**config.mk**
```make
export PLATFORM = sky130hd
export DESIGN_NAME = vc_wrr_scheduler
export DESIGN_NICKNAME = d
export VERILOG_FILES = /design/src/rtl/vc_wrr_scheduler_pkg.sv /design/src/rtl/vc_wrr_scheduler_rr_pick4.sv /design/src/rtl/vc_wrr_scheduler.sv
export SDC_FILE = /design/constraint.sdc
export NUM_CORES = 1
export LEC_CHECK = 0
export BUFFER_PORTS_ARGS = -buffer_cell sky130_fd_sc_hd__buf_4
export CORE_ASPECT_RATIO = 2
export CORE_MARGIN = 10
export CORE_UTILIZATION = 25
export DETAILED_ROUTE_END_ITERATION = 12
export SLEW_MARGIN = 0
export SYNTH_ARGS = -nofsm -noshare
export SYNTH_HDL_FRONTEND = slang
export SYNTH_SLANG_ARGS = --single-unit
```
**constraint.sdc**
```tcl
create_clock -name clk -period 4 [get_ports clk]
set_clock_uncertainty 0.05 [all_clocks]
set_input_delay 0.2 -clock clk [delete_from_list [all_inputs] [get_ports clk]]
set_output_delay 0.2 -clock clk [all_outputs]
set_load 0.005 [all_outputs]
```
**src/rtl/vc_wrr_scheduler_pkg.sv**
```systemverilog
// Shared definitions for the virtual-channel weighted round-robin scheduler:
// channel count, field widths, FSM state encoding and the weight-sanitising
// helper used when weights are latched.
package vc_wrr_scheduler_pkg;

  localparam int TL_NUM_CH   = 4;
  localparam int TL_WEIGHT_W = 3;
  localparam int TL_CNT_W    = 5;

  typedef enum logic [1:0] {
    ST_RESET  = 2'd0,
    ST_INIT   = 2'd1,
    ST_IDLE   = 2'd2,
    ST_ACTIVE = 2'd3
  } sched_state_e;

  // A zero weight would starve the channel; it is treated as weight 1.
  function automatic logic [TL_WEIGHT_W-1:0] fix_weight(input logic [TL_WEIGHT_W-1:0] w);
    return (w == '0) ? TL_WEIGHT_W'(1) : w;
  endfunction

endpackage

```
**src/rtl/vc_wrr_scheduler_rr_pick4.sv**
```systemverilog
// rr_pick4: combinational round-robin picker for 4 requesters.
//  eligible  in  4  request vector
//  ptr       in  2  current pointer
//  found     out 1  some bit of eligible is set
//  idx       out 2  first set bit scanning ptr+1, ptr+2, ptr+3, ptr (wrapping)
module rr_pick4 (
  input  logic [3:0] eligible,
  input  logic [1:0] ptr,
  output logic       found,
  output logic [1:0] idx
);

  logic [1:0] cand;

  // Walk offsets from farthest to nearest so the nearest hit is written last
  // and wins. Offset 4 wraps to ptr itself, the lowest priority.
  always_comb begin
    found = 1'b0;
    idx   = ptr;
    cand  = '0;
    for (int k = 4; k >= 1; k--) begin
      cand = ptr + 2'(k);
      if (eligible[cand]) begin
        found = 1'b1;
        idx   = cand;
      end
    end
  end

endmodule

```
**src/rtl/vc_wrr_scheduler.sv**
```systemverilog
// vc_wrr_scheduler: weighted round-robin grant between 4 middle FIFOs and
// their output FIFOs. One channel is popped per cycle at most; the matching
// push (and demux select) follows one cycle later to cover FIFO read latency.
//  clk          in   system clock
//  reset        in   synchronous, active-high
//  init         in   load weights and enter INIT
//  weights      in   ch i weight at [i*WEIGHT_W +: WEIGHT_W]
//  empty        in   middle FIFO empty flags
//  almost_full  in   output FIFO almost-full flags
//  pop          out  one-hot pop to middle FIFO
//  push         out  one-hot push to output FIFO (pop delayed 1)
//  sel          out  channel index aligned with push
//  sched_state  out  RESET/INIT/IDLE/ACTIVE
//  grant_cnt    out  per-channel grant counters, ch i at [i*CNT_W +: CNT_W]
module vc_wrr_scheduler
  import vc_wrr_scheduler_pkg::*;
#(
  parameter int NUM_CH   = TL_NUM_CH,
  parameter int WEIGHT_W = TL_WEIGHT_W,
  parameter int CNT_W    = TL_CNT_W
) (
  input  logic                         clk,
  input  logic                         reset,
  input  logic                         init,
  input  logic [NUM_CH*WEIGHT_W-1:0]   weights,
  input  logic [NUM_CH-1:0]            empty,
  input  logic [NUM_CH-1:0]            almost_full,
  output logic [NUM_CH-1:0]            pop,
  output logic [NUM_CH-1:0]            push,
  output logic [1:0]                   sel,
  output logic [1:0]                   sched_state,
  output logic [NUM_CH*CNT_W-1:0]      grant_cnt
);

  sched_state_e                         state_q;
  logic [NUM_CH-1:0][WEIGHT_W-1:0]      wt_in, wt_q;
  logic [NUM_CH-1:0][CNT_W-1:0]         cnt_q;
  logic [WEIGHT_W-1:0]                  credit_q, credit_nxt;
  logic [1:0]                           ptr_q, ptr_nxt;
  logic [1:0]                           pop_idx_q;
  logic [NUM_CH-1:0]                    pop_q, push_q;
  logic [1:0]                           sel_q;
  logic [NUM_CH-1:0]                    eligible;
  logic                                 pick_found;
  logic [1:0]                           pick_idx;
  logic                                 grant_vld;
  logic [1:0]                           grant_idx;

  assign wt_in    = weights;
  assign eligible = ~empty & ~almost_full;

  rr_pick4 u_pick (
    .eligible (eligible),
    .ptr      (ptr_q),
    .found    (pick_found),
    .idx      (pick_idx)
  );

  // Stay on ptr while it has credit; otherwise hand over to the next eligible
  // channel, which spends one unit of its fresh credit on this very grant.
  always_comb begin
    grant_vld  = 1'b0;
    grant_idx  = ptr_q;
    credit_nxt = credit_q;
    ptr_nxt    = ptr_q;
    if (state_q == ST_ACTIVE && !init) begin
      if (eligible[ptr_q] && credit_q != '0) begin
        grant_vld  = 1'b1;
        grant_idx  = ptr_q;
        credit_nxt = credit_q - 1'b1;
      end else if (pick_found) begin
        grant_vld  = 1'b1;
        grant_idx  = pick_idx;
        ptr_nxt    = pick_idx;
        credit_nxt = wt_q[pick_idx] - 1'b1;
      end
    end
  end

  always_ff @(posedge clk) begin
    if (reset) begin
      state_q   <= ST_RESET;
      wt_q      <= '0;
      cnt_q     <= '0;
      credit_q  <= '0;
      ptr_q     <= '0;
      pop_idx_q <= '0;
      pop_q     <= '0;
      push_q    <= '0;
      sel_q     <= '0;
    end else begin
      // Push stage always completes whatever was popped last cycle.
      push_q <= pop_q;
      sel_q  <= pop_idx_q;
      pop_q  <= '0;
      case (state_q)
        ST_RESET: begin
          if (init) state_q <= ST_INIT;
        end
        ST_INIT: begin
          for (int i = 0; i < NUM_CH; i++) wt_q[i] <= fix_weight(wt_in[i]);
          cnt_q    <= '0;
          ptr_q    <= '0;
          credit_q <= fix_weight(wt_in[0]);
          if (!init) state_q <= ST_IDLE;
        end
        ST_IDLE: begin
          if (init)           state_q <= ST_INIT;
          else if (|eligible) state_q <= ST_ACTIVE;
        end
        ST_ACTIVE: begin
          if (init) begin
            state_q <= ST_INIT;
          end else if (grant_vld) begin
            pop_q            <= NUM_CH'(1) << grant_idx;
            pop_idx_q        <= grant_idx;
            cnt_q[grant_idx] <= cnt_q[grant_idx] + 1'b1;
            ptr_q            <= ptr_nxt;
            credit_q         <= credit_nxt;
          end else begin
            state_q <= ST_IDLE;
          end
        end
        default: state_q <= ST_RESET;
      endcase
    end
  end

  assign pop         = pop_q;
  assign push        = push_q;
  assign sel         = sel_q;
  assign sched_state = state_q;
  assign grant_cnt   = cnt_q;

endmodule
```
==> flow_summary.yaml <==
status:
  status: "complete, no violations"
yosys:
  synth_top_area_share_pct: 42.21
  synth_area_leaders: "dfxtp_1 (42%), nand2_1 (5.7%), a22o_1 (4.7%)"
  ys_seq_area_share_pct: 42.21
  yosys-top-cells-count: "dfxtp_1 (51), nand2_1 (37), nor2_1 (20), a21oi_1 (17)"
  avgSynthCellArea_um2: 9.448
  async_flop_share_pct: 0
  synth_cells: 256
  synth-seq-cells: 51
  synth_cell_types: 46
  synth-edff-count: 0
  yosysTopAreaCell: "dfxtp_1"
  yosysMostFrequentCell: "dfxtp_1"
  syn_nets: 281
  synth_area_mm2: 0.002419
  synthFlopType: "dfxtp_1"
  yosys_warnings: 0
timing:
  timing.final.max_slew_violations: 0
  fin_crit_sh_pct: 87.57
  hold_viol: 0
  tightestPinTransition_ps: 969.3
  finalSetupViolCount: 0
  slew-limit-headroom_pct: 35.25
  final.setup.tns_ps: 0
  fmax_mhz: 285.5
  period_minus_slack_ps: 3503
  rsz0062_at_grt: "false"
grt:
  antenna_found_initial: 0
  grt_pass1_vias: 2207
  overflow: 0
  grt_pass1_wl_um: 11900
  grt_usage_pct: 10.88
  grt_max_degree: 32
clocking:
  cts_setup_buffers: 0
  post_cts_resized: 0
  postCtsHoldBufs: 0
  worstSkewPairLatency_ps: 300
  cts.clk_slew.worst_paths_ps: 70
  cts.sinks: 51
  cts_tree: "built"
  cts_root_buf: "clkbuf_16"
  clockBufferDepth: 2
  htree_levels: 2
  cts-buffers-inserted: 5
critical_path:
  crit_arrival_ps: 3650
  crit_required_ps: 4150
  critPathMaxFanout: 12
  crit_path_end_kind: "register"
  cpMaxStageDelayCell: "or4_4"
  path_cells: "nor4b_2 > or4_4 > a21oi_4 > mux2_4 > mux2i_1 > mux2_4 > inv_1 > ha_1 > inv_1 > nor2_1 > a22oi_1 > xnor2_2 > a22o_1"
  rr_worst_depth: 13
  worst-path-buf-inv: 2
  start_kind: "register"
  cp_num_cells: 13
  crit_family: "simple AND/OR/NAND/NOR gates"
  slowest_delay_ps: 570
  crit_type: "reg -> reg"
routing:
  first_pass_iters: 4
  drc_errors: 0
  finalWirelength_um: 7583
  viasPerCell: 5.109
  wire_per_inst_um: 18.41
  dr.first_iter.drc_count: 104
  vias: 2105
  postRouteAntennaNets: 0
power:
  clockPowerShare_pct: 44.4
  p_int_mw: 0.8592
  power_frac_seq_pct: 46.8
  peakVddDrop_mv: 0.2033
  p_comb_share_pct: 8.8
  p_leak_nw: 1.275
  switching_share_pct: 23.46
  power_switching_mw: 0.2633
  p_per_area_mw_per_mm2: 367.2
placed_design:
  dp_hpwl_um: 5929
  place_inst: 404
  io_buffers: 54
  place.gp.congestion: 0.8952
hold_path:
  holdPathStages: 2
  hp-class: "in -> reg"
final_layout:
  multi_input_area_mm2: 0.001295
  register_area_mm2: 0.001021
  areaGrowthSynthToFinish_pct: 26.38
  nets: 332
  drive_gt1_share_pct: 27.60
  nFillCells: 1006
  stdcell_count: 412
  diodes: 0
die:
  num_rows: 50
  pin_count: 55
  coreArea_mm2: 0.009384
  initial_utilization_pct: 25.77
  die_w_um: 89.55
  dieArea_mm2: 0.01425
  die_h_um: 159.1
job:
  drv_cap: 0
## per-stage QoR
stage	area (µm²)	power (mW)	setup slack, ps	hold WS [ps]	util [%]
after detailed placement	2885	0.6355	476.2	349.6	30.75
final	3057	1.122	497.3	48.80	32.57
after CTS	3057	1.137	485.4	38.18	32.57
after floorplan	2419	0.5935	654.5	226.8	-
after global placement	2885	0.6343	537.7	344.9	30.75
after global routing	3057	1.161	331.1	60.87	32.57
## cell families after synthesis
group / after synthesis / synth area share (%)
fa+ha+maj: 2 / 1.034
simple gates: 90 / 17.95
xor+xnor: 3 / 1.707
buf+inv: 19 / 4.242
flops: 51 / 42.21
compound gates: 69 / 19.97
mux: 22 / 12.88
## layer usage
metal	global-route usage (%)	routed length (µm)	vias to the layer above	part of all wire [%]
met4	5.968	292	0	3.9
met2	19.14	4116	61	54
li1	-	-	1034	-
met5	0	0	-	0
met1	10.53	2652	990	35
met3	3.582	521	20	6.9
## worst reg2reg max path: cells and delay by family (launching register included)
| kind | cells | cell delay, ps |
|---|---|---|
| AO/OA/AOI/OAI | 3 | 590 |
| buffers and inverters | 2 | 220 |
| adder cells (fa/ha/maj) | 1 | 250 |
| AND/OR/NAND/NOR | 3 | 870 |
| multiplexers | 3 | 850 |
| XOR/XNOR | 1 | 180 |
| flip-flops | 1 | 400 |
## path summary, 6_finish.rpt
kind | start | end | slack (ps)
worst max-delay path | ptr_q[0] | grant_cnt[9] | 500
worst max register to register | ptr_q[0] | grant_cnt[9] | 500
worst min register to register | wt_q[10] | wt_q[10] | 410
worst min-delay path | init | sched_state[1] | 50
## layout make-up
| cell class | count | share of cell area (%) |
|---|---|---|
| multi-input cells | 186 | 42.37 |
| flip-flops and latches | 51 | 33.40 |
| inverters | 9 | 1.105 |
| repair buffers | 54 | 13.26 |
| well taps | 104 | 4.257 |
| clock buffers | 5 | 4.093 |
| clock inverters | 3 | 1.515 |
## power groups by stage
stage          clock network (mW)  logic, mW  registers [mW]
2_1_floorplan                   0     0.0586           0.535
3_3_place_gp                    0     0.0977           0.537
3_5_place_dp                    0     0.0983           0.537
4_1_cts                     0.513     0.0988           0.525
5_1_grt                     0.525      0.109           0.527
6_report                    0.498     0.0987           0.526
## placed cells by master, fill, tap and decap left out, types with 2 or more instances in the layout
master,instances
o22ai_1,5
inv_1,8
buf_4,54
mux2_4,4
o211ai_1,3
mux2i_2,2
o21ai_0,13
or3_1,2
mux2i_1,10
dfxtp_1,51
mux4_2,5
nand2_1,37
xnor2_2,2
nor2b_1,8
nor3_1,2
ha_1,2
nand3_1,7
o311ai_1,4
a22oi_1,5
nand4_1,4
and2_1,2
a21oi_1,17
a22o_1,13
clkbuf_16,5
nor2_1,20
a211oi_1,2
## flip-flops by register name, summed over array words and instances (netlist names), 3 cells and up
| signal | flops |
|---|---|
| grant_cnt | 20 |
| wt_q | 12 |
| pop | 4 |
| push | 4 |
| credit_q | 3 |
Power figures use the tool's default switching activity.
